`config.mk`:
```
export PLATFORM = sky130hd
export DESIGN_NAME = fault_countdown_seq
export DESIGN_NICKNAME = d
export VERILOG_FILES = /design/src/rtl/fault_countdown_seq_pkg.sv /design/src/rtl/fault_countdown_seq_debounce_ch.sv /design/src/rtl/fault_countdown_seq.sv
export SDC_FILE = /design/constraint.sdc
export NUM_CORES = 1
export LEC_CHECK = 0
export CORE_ASPECT_RATIO = 0.7
export CORE_MARGIN = 1.5
export CORE_UTILIZATION = 48
export CTS_CLUSTER_DIAMETER = 120
export DETAILED_ROUTE_END_ITERATION = 7
export GPL_TIMING_DRIVEN = 0
export PLACE_DENSITY = 0.66
export SYNTH_ARGS = -nofsm -noshare
export SYNTH_HDL_FRONTEND = slang
export SYNTH_HIERARCHICAL = 1
export SYNTH_SLANG_ARGS = --single-unit
```
`constraint.sdc`:
```
create_clock -name clk -period 2 [get_ports clk]
set_input_delay 0.5 -clock clk [delete_from_list [all_inputs] [get_ports clk]]
set_output_delay 0.5 -clock clk [all_outputs]
set_load 0.01 [all_outputs]
```
`src/rtl/fault_countdown_seq_pkg.sv`:
```
// Shared types, state encodings and helpers for the fault-vote countdown sequencer.
package fcs_pkg;

    typedef enum logic [1:0] {
        IDLE  = 2'd0,
        COUNT = 2'd1,
        HOLD  = 2'd2,
        DONE  = 2'd3
    } state_t;

    localparam logic [1:0] ST_IDLE  = 2'd0;
    localparam logic [1:0] ST_COUNT = 2'd1;
    localparam logic [1:0] ST_HOLD  = 2'd2;
    localparam logic [1:0] ST_DONE  = 2'd3;

    // Counts set bits among the low n bits of v.
    function automatic int popcount(input logic [31:0] v, input int n);
        int c;
        c = 0;
        for (int i = 0; i < 32; i++) begin
            if (i < n && v[i]) c = c + 1;
        end
        return c;
    endfunction

endpackage

```
`src/rtl/fault_countdown_seq_debounce_ch.sv`:
```
// One debounced switch channel: the output follows the raw input only after
// DB_TICKS consecutive differing ticks.
module debounce_ch #(
    parameter int DB_TICKS = 3
) (
    input  logic clk,
    input  logic rst,
    input  logic tick,
    input  logic in,
    output logic out
);
    localparam int CW = $clog2(DB_TICKS + 1);

    logic [CW-1:0] cnt;

    always_ff @(posedge clk or posedge rst) begin
        if (rst) begin
            out <= 1'b0;
            cnt <= '0;
        end else if (tick) begin
            if (in == out) begin
                cnt <= '0;
            end else if (cnt == CW'(DB_TICKS - 1)) begin
                out <= ~out;
                cnt <= '0;
            end else begin
                cnt <= cnt + 1'b1;
            end
        end
    end

endmodule

```
`src/rtl/fault_countdown_seq.sv`:
```
// Fault-vote countdown sequencer: debounced K-of-N fault vote gating a blinking
// LED-bar countdown that latches DONE when the bar empties.
module fault_countdown_seq
    import fcs_pkg::*;
#(
    parameter int N_IN        = 3,
    parameter int K_VOTE      = 2,
    parameter int W           = 8,
    parameter int DB_TICKS    = 3,
    parameter int STEP_TICKS  = 100,
    parameter int BLINK_TICKS = 33
) (
    input  logic            clk,
    input  logic            rst,
    input  logic            tick,
    input  logic [N_IN-1:0] fault_raw,
    input  logic            arm_raw,
    output logic [N_IN-1:0] fault_db,
    output logic            vote,
    output logic [1:0]      state,
    output logic            done,
    output logic [W-1:0]    leds
);
    localparam int SCW = $clog2(STEP_TICKS + 1);
    localparam int BCW = $clog2(BLINK_TICKS + 1);

    logic           arm_db;
    logic [W-1:0]   bar, bar_n;
    logic [SCW-1:0] step_cnt, step_n;
    logic [BCW-1:0] blink_cnt, blink_n;
    logic           phase, phase_n;
    logic [1:0]     state_n;
    logic [W-1:0]   leds_n;
    logic           last_step;

    for (genvar i = 0; i < N_IN; i++) begin : g_fault_db
        debounce_ch #(.DB_TICKS(DB_TICKS)) u_db (
            .clk (clk),
            .rst (rst),
            .tick(tick),
            .in  (fault_raw[i]),
            .out (fault_db[i])
        );
    end

    debounce_ch #(.DB_TICKS(DB_TICKS)) u_arm_db (
        .clk (clk),
        .rst (rst),
        .tick(tick),
        .in  (arm_raw),
        .out (arm_db)
    );

    assign done      = (state == ST_DONE);
    assign last_step = (state == ST_COUNT) && tick && (step_cnt == SCW'(STEP_TICKS - 1));

    always_comb begin
        state_n = state;
        bar_n   = bar;
        step_n  = step_cnt;
        blink_n = blink_cnt;
        phase_n = phase;

        // The blink timebase free-runs on tick regardless of state.
        if (tick) begin
            if (blink_cnt == BCW'(BLINK_TICKS - 1)) begin
                blink_n = '0;
                phase_n = ~phase;
            end else begin
                blink_n = blink_cnt + 1'b1;
            end
        end

        if (state == ST_DONE) begin
            state_n = ST_DONE;
        end else if (!arm_db) begin
            state_n = ST_IDLE;
            bar_n   = '1;
            step_n  = '0;
        end else begin
            // A step due on this edge is applied even if the vote just dropped.
            if (last_step) begin
                bar_n  = bar >> 1;
                step_n = '0;
            end else if (state == ST_COUNT && tick) begin
                step_n = step_cnt + 1'b1;
            end

            if (last_step && bar == W'(1)) begin
                state_n = ST_DONE;
            end else if (vote) begin
                state_n = ST_COUNT;
            end else if (state == ST_COUNT) begin
                state_n = ST_HOLD;
            end
        end
    end

    always_comb begin
        leds_n = '0;
        case (state_n)
            ST_IDLE:  leds_n = '0;
            ST_COUNT: leds_n = phase_n ? bar_n : '0;
            ST_HOLD:  leds_n = bar_n;
            default:  leds_n = '1;
        endcase
    end

    always_ff @(posedge clk or posedge rst) begin
        if (rst) begin
            vote      <= 1'b0;
            state     <= ST_IDLE;
            bar       <= '1;
            step_cnt  <= '0;
            blink_cnt <= '0;
            phase     <= 1'b1;
            leds      <= '0;
        end else begin
            vote      <= (popcount(32'(fault_db), N_IN) >= K_VOTE);
            state     <= state_n;
            bar       <= bar_n;
            step_cnt  <= step_n;
            blink_cnt <= blink_n;
            phase     <= phase_n;
            leds      <= leds_n;
        end
    end

endmodule

```
==> metrics.yaml <==
die:
  die_w_um: 83.8
  die_h_um: 59.5
  core_um2: 4350
  fp.dieArea_um2: 4990
  ios: 22
  initial_utilization: 0.503
  rows: 20
detailed_routing:
  wl_mm: 4.25
  dr.first_iter.drc_count: 58
  postRouteAntennaNets: 0
  wl_per_cell_um: 14.6
  drc: 0
  vias: 1585
  firstDrtPassIters: 4
  via_per_inst: 5.45
power_and_ir_drop:
  p_sw_frac: 0.342
  ir_worst_vdd_v: 0.000510
  combPwrFrac: 0.333
  power_leakage_nw: 1.17
  internal_power_mw: 1.89
  power.net_switching_mw: 0.983
  power_frac_seq: 0.478
  p_clk_frac: 0.189
  p_per_area_nw_per_um2: 1050
grt:
  antenna_found_initial: 0
  grt.overflow.total: 0
  gr-usage-all-layers: 0.179
  grt_max_degree: 34
  grt_pass1_vias: 1513
  grt_pass1_wl_mm: 6.91
sta:
  tightest_slew_ns: 0.667
  min_period_over_period: 0.997
  fin_ws_ns: 0.00578
  fin_worst_skew_ns: 0.00425
  relSlewSlack: 0.552
  worst_hold_slack_ns: 0.520
  slew_viol_final: 0
  rsz0062_at_grt: "yes"
  finalSetupTns_ns: 0
  hold_viol: 0
  period_minus_slack_ns: 1.99
  fmax_mhz: 501
  finalSetupViolations: 0
clock_network:
  cts_buffer_depth: 2
  clk_pin_slew_ns: 0.08
  cts.sink_count: 45
  cts-hold-fix-buffers: 0
  root_buffer: "clkbuf_8"
  h-tree-depth: 2
  cts_tree: "yes"
  cts_buffers: 5
  clk_latency_ns: 0.30
layout:
  drive_gt1_frac: 0.242
  multi_input_area_um2: 1010
  num_antenna_cells: 0
  fill_cells: 363
  fin_util: 0.626
  syn_to_final_growth_pct: 24.3
  fin_nets: 247
  seq_area_um2: 1140
  fin_area_um2: 2730
  most-common-layout-cells: "36 x dfrtp_1, 20 x inv_1, 20 x clkdlybuf4s50_1"
  final_common_cell: "dfrtp_1"
critical_path:
  path_cells: "ha_2 -> and4bb_1 -> and4b_1 -> buf_6 -> a311o_2 -> nor2b_1"
  cp_top_family: "simple AND/OR/NAND/NOR gates"
  startpoint_type: "flip-flop"
  crit_slowest_cell: "a311o_2"
  cp_max_fo: 8
  crit_arrival_ns: 2.17
  critPathKind: "flip-flop to flip-flop"
  crit_buf_inv: 1
  critPathRequiredTime_ns: 2.18
  setup.worst_path.end_class: "flip-flop"
  max_stage_delay_ns: 0.49
place:
  dp_slack_ns: -0.961
  gp_congestion: 0.766
  dp_hpwl_mm: 2.91
  dpl-instance-area_um2: 2470
  io_buffers: 21
synthesis:
  syn_inst: 199
  syn_avg_cell_area_um2: 11.0
  async_reset_ff_frac: 1.00
  synthTopCellsByArea: "dfrtp_1 41%, dfstp_2 11%, inv_1 3.6%, nand3b_1 3.4%, nor2_1 3.3%"
  yosysWarnings: 6
  synth_edf_count: 0
  ys_types: 40
  yosysSeqAreaShare: 0.519
  synthFlopType: "dfrtp_1"
  netlist_area_um2: 2190
  synth_top_area_frac: 0.411
  synth_nets: 211
  synth-seq-cells: 45
  synth_top_cell_by_area: "dfrtp_1"
hold_path:
  worstHoldPathType: "primary input to async pin"
run_status:
  status: "finished, final reports clean"
run:
  maxCapViolCount: 0
-- kinds of logic (layout without fill, tap and decap cells) --
kind of cell | after synthesis | count (layout) | synth area share
AO/OA/AOI/OAI | 29 | 29 | 0.0919
buffers and inverters | 27 | 64 | 0.0605
AND/OR/NAND/NOR | 65 | 65 | 0.174
multiplexers | 13 | 13 | 0.0656
adder cells (fa/ha/maj) | 6 | 6 | 0.0331
flip-flops | 45 | 45 | 0.519
XOR/XNOR | 14 | 14 | 0.0559
-- power by group through the flow --
stage,combinational [mW],clock (mW),sequential [mW]
2_1_floorplan,0.534,0,1.37
3_3_place_gp,0.839,0,1.36
3_5_place_dp,0.883,0,1.39
4_1_cts,0.904,0.562,1.37
5_1_grt,1.07,0.606,1.41
6_report,0.956,0.544,1.37
-- layout make-up --
type	count	area share
buffer	5	0.0197
timing repair buffer	30	0.108
inverter	21	0.0289
clock inverter	1	0.00275
sequential	45	0.417
multi-input combinational	127	0.370
tap	55	0.0253
clock buffer	7	0.0280
-- registers in the layout, indices dropped and copies added, names as in the netlist --
register             cells
u_arm_db/out             1
step_cnt                 7
vote                     1
g_fault_db.u_db/out      3
leds                     8
g_fault_db.u_db/cnt      6
u_arm_db/cnt             2
bar                      8
blink_cnt                6
phase                    1
state                    2
-- cell usage after synthesis (2+ instances only) --
library cell  instances
dfrtp_1              36
inv_1                21
nor2_1               19
nand3b_1             10
dfstp_2               9
o22ai_1               8
xnor2_1               8
nand2_1               7
o2bb2ai_1             7
mux2i_1               6
xor2_1                6
ha_1                  5
mux2_2                5
a21oi_1               4
buf_6                 4
nand4_1               4
nor3_1                4
o21ai_0               4
or3b_1                4
and3_1                3
a21o_1                2
and3_2                2
mux2i_2               2
nand3_1               2
nor4b_1               2
-- stage by stage --
stage | cells | total power [mW]
2_1_floorplan | 199 | 1.90
3_3_place_gp | 275 | 2.20
3_5_place_dp | 275 | 2.27
4_1_cts | 283 | 2.83
5_1_grt | 291 | 3.08
6_report | 291 | 2.87
-- repair_timing --
action,in CTS,in global routing
setup buffers,1,7
pin swaps,0,17
gates resized for setup,9,18
setup endpoints to repair,26,9
-- path summary, 6_finish.rpt --
path | start | endpoint | slack (ns) | cells after the start
max in group asynchronous | rst | bar[0]$_DFF_PP1_ | 0.79 | 3
setup / recovery | step_cnt[1]$_DFFE_PP0P_ | state[0]$_DFF_PP0_ | 0.006 | 6
hold / removal | rst | g_fault_db[2].u_db/cnt[1]$_DFFE_PP0P_ | 0.52 | 2
min in group clk | blink_cnt[4]$_DFFE_PP0P_ | blink_cnt[4]$_DFFE_PP0P_ | 0.54 | 1
setup reg to reg | step_cnt[1]$_DFFE_PP0P_ | state[0]$_DFF_PP0_ | 0.006 | 6
hold reg to reg | blink_cnt[4]$_DFFE_PP0P_ | blink_cnt[4]$_DFFE_PP0P_ | 0.54 | 1
-- metal layers --
layer	track usage	share of wire	vias up
li1	-	-	762
met1	0.235	0.48	789
met2	0.288	0.47	29
met3	0.0432	0.035	5
met4	0.0773	0.012	0
met5	0	0	-
Note: power is estimated with default switching activity, not from simulation.
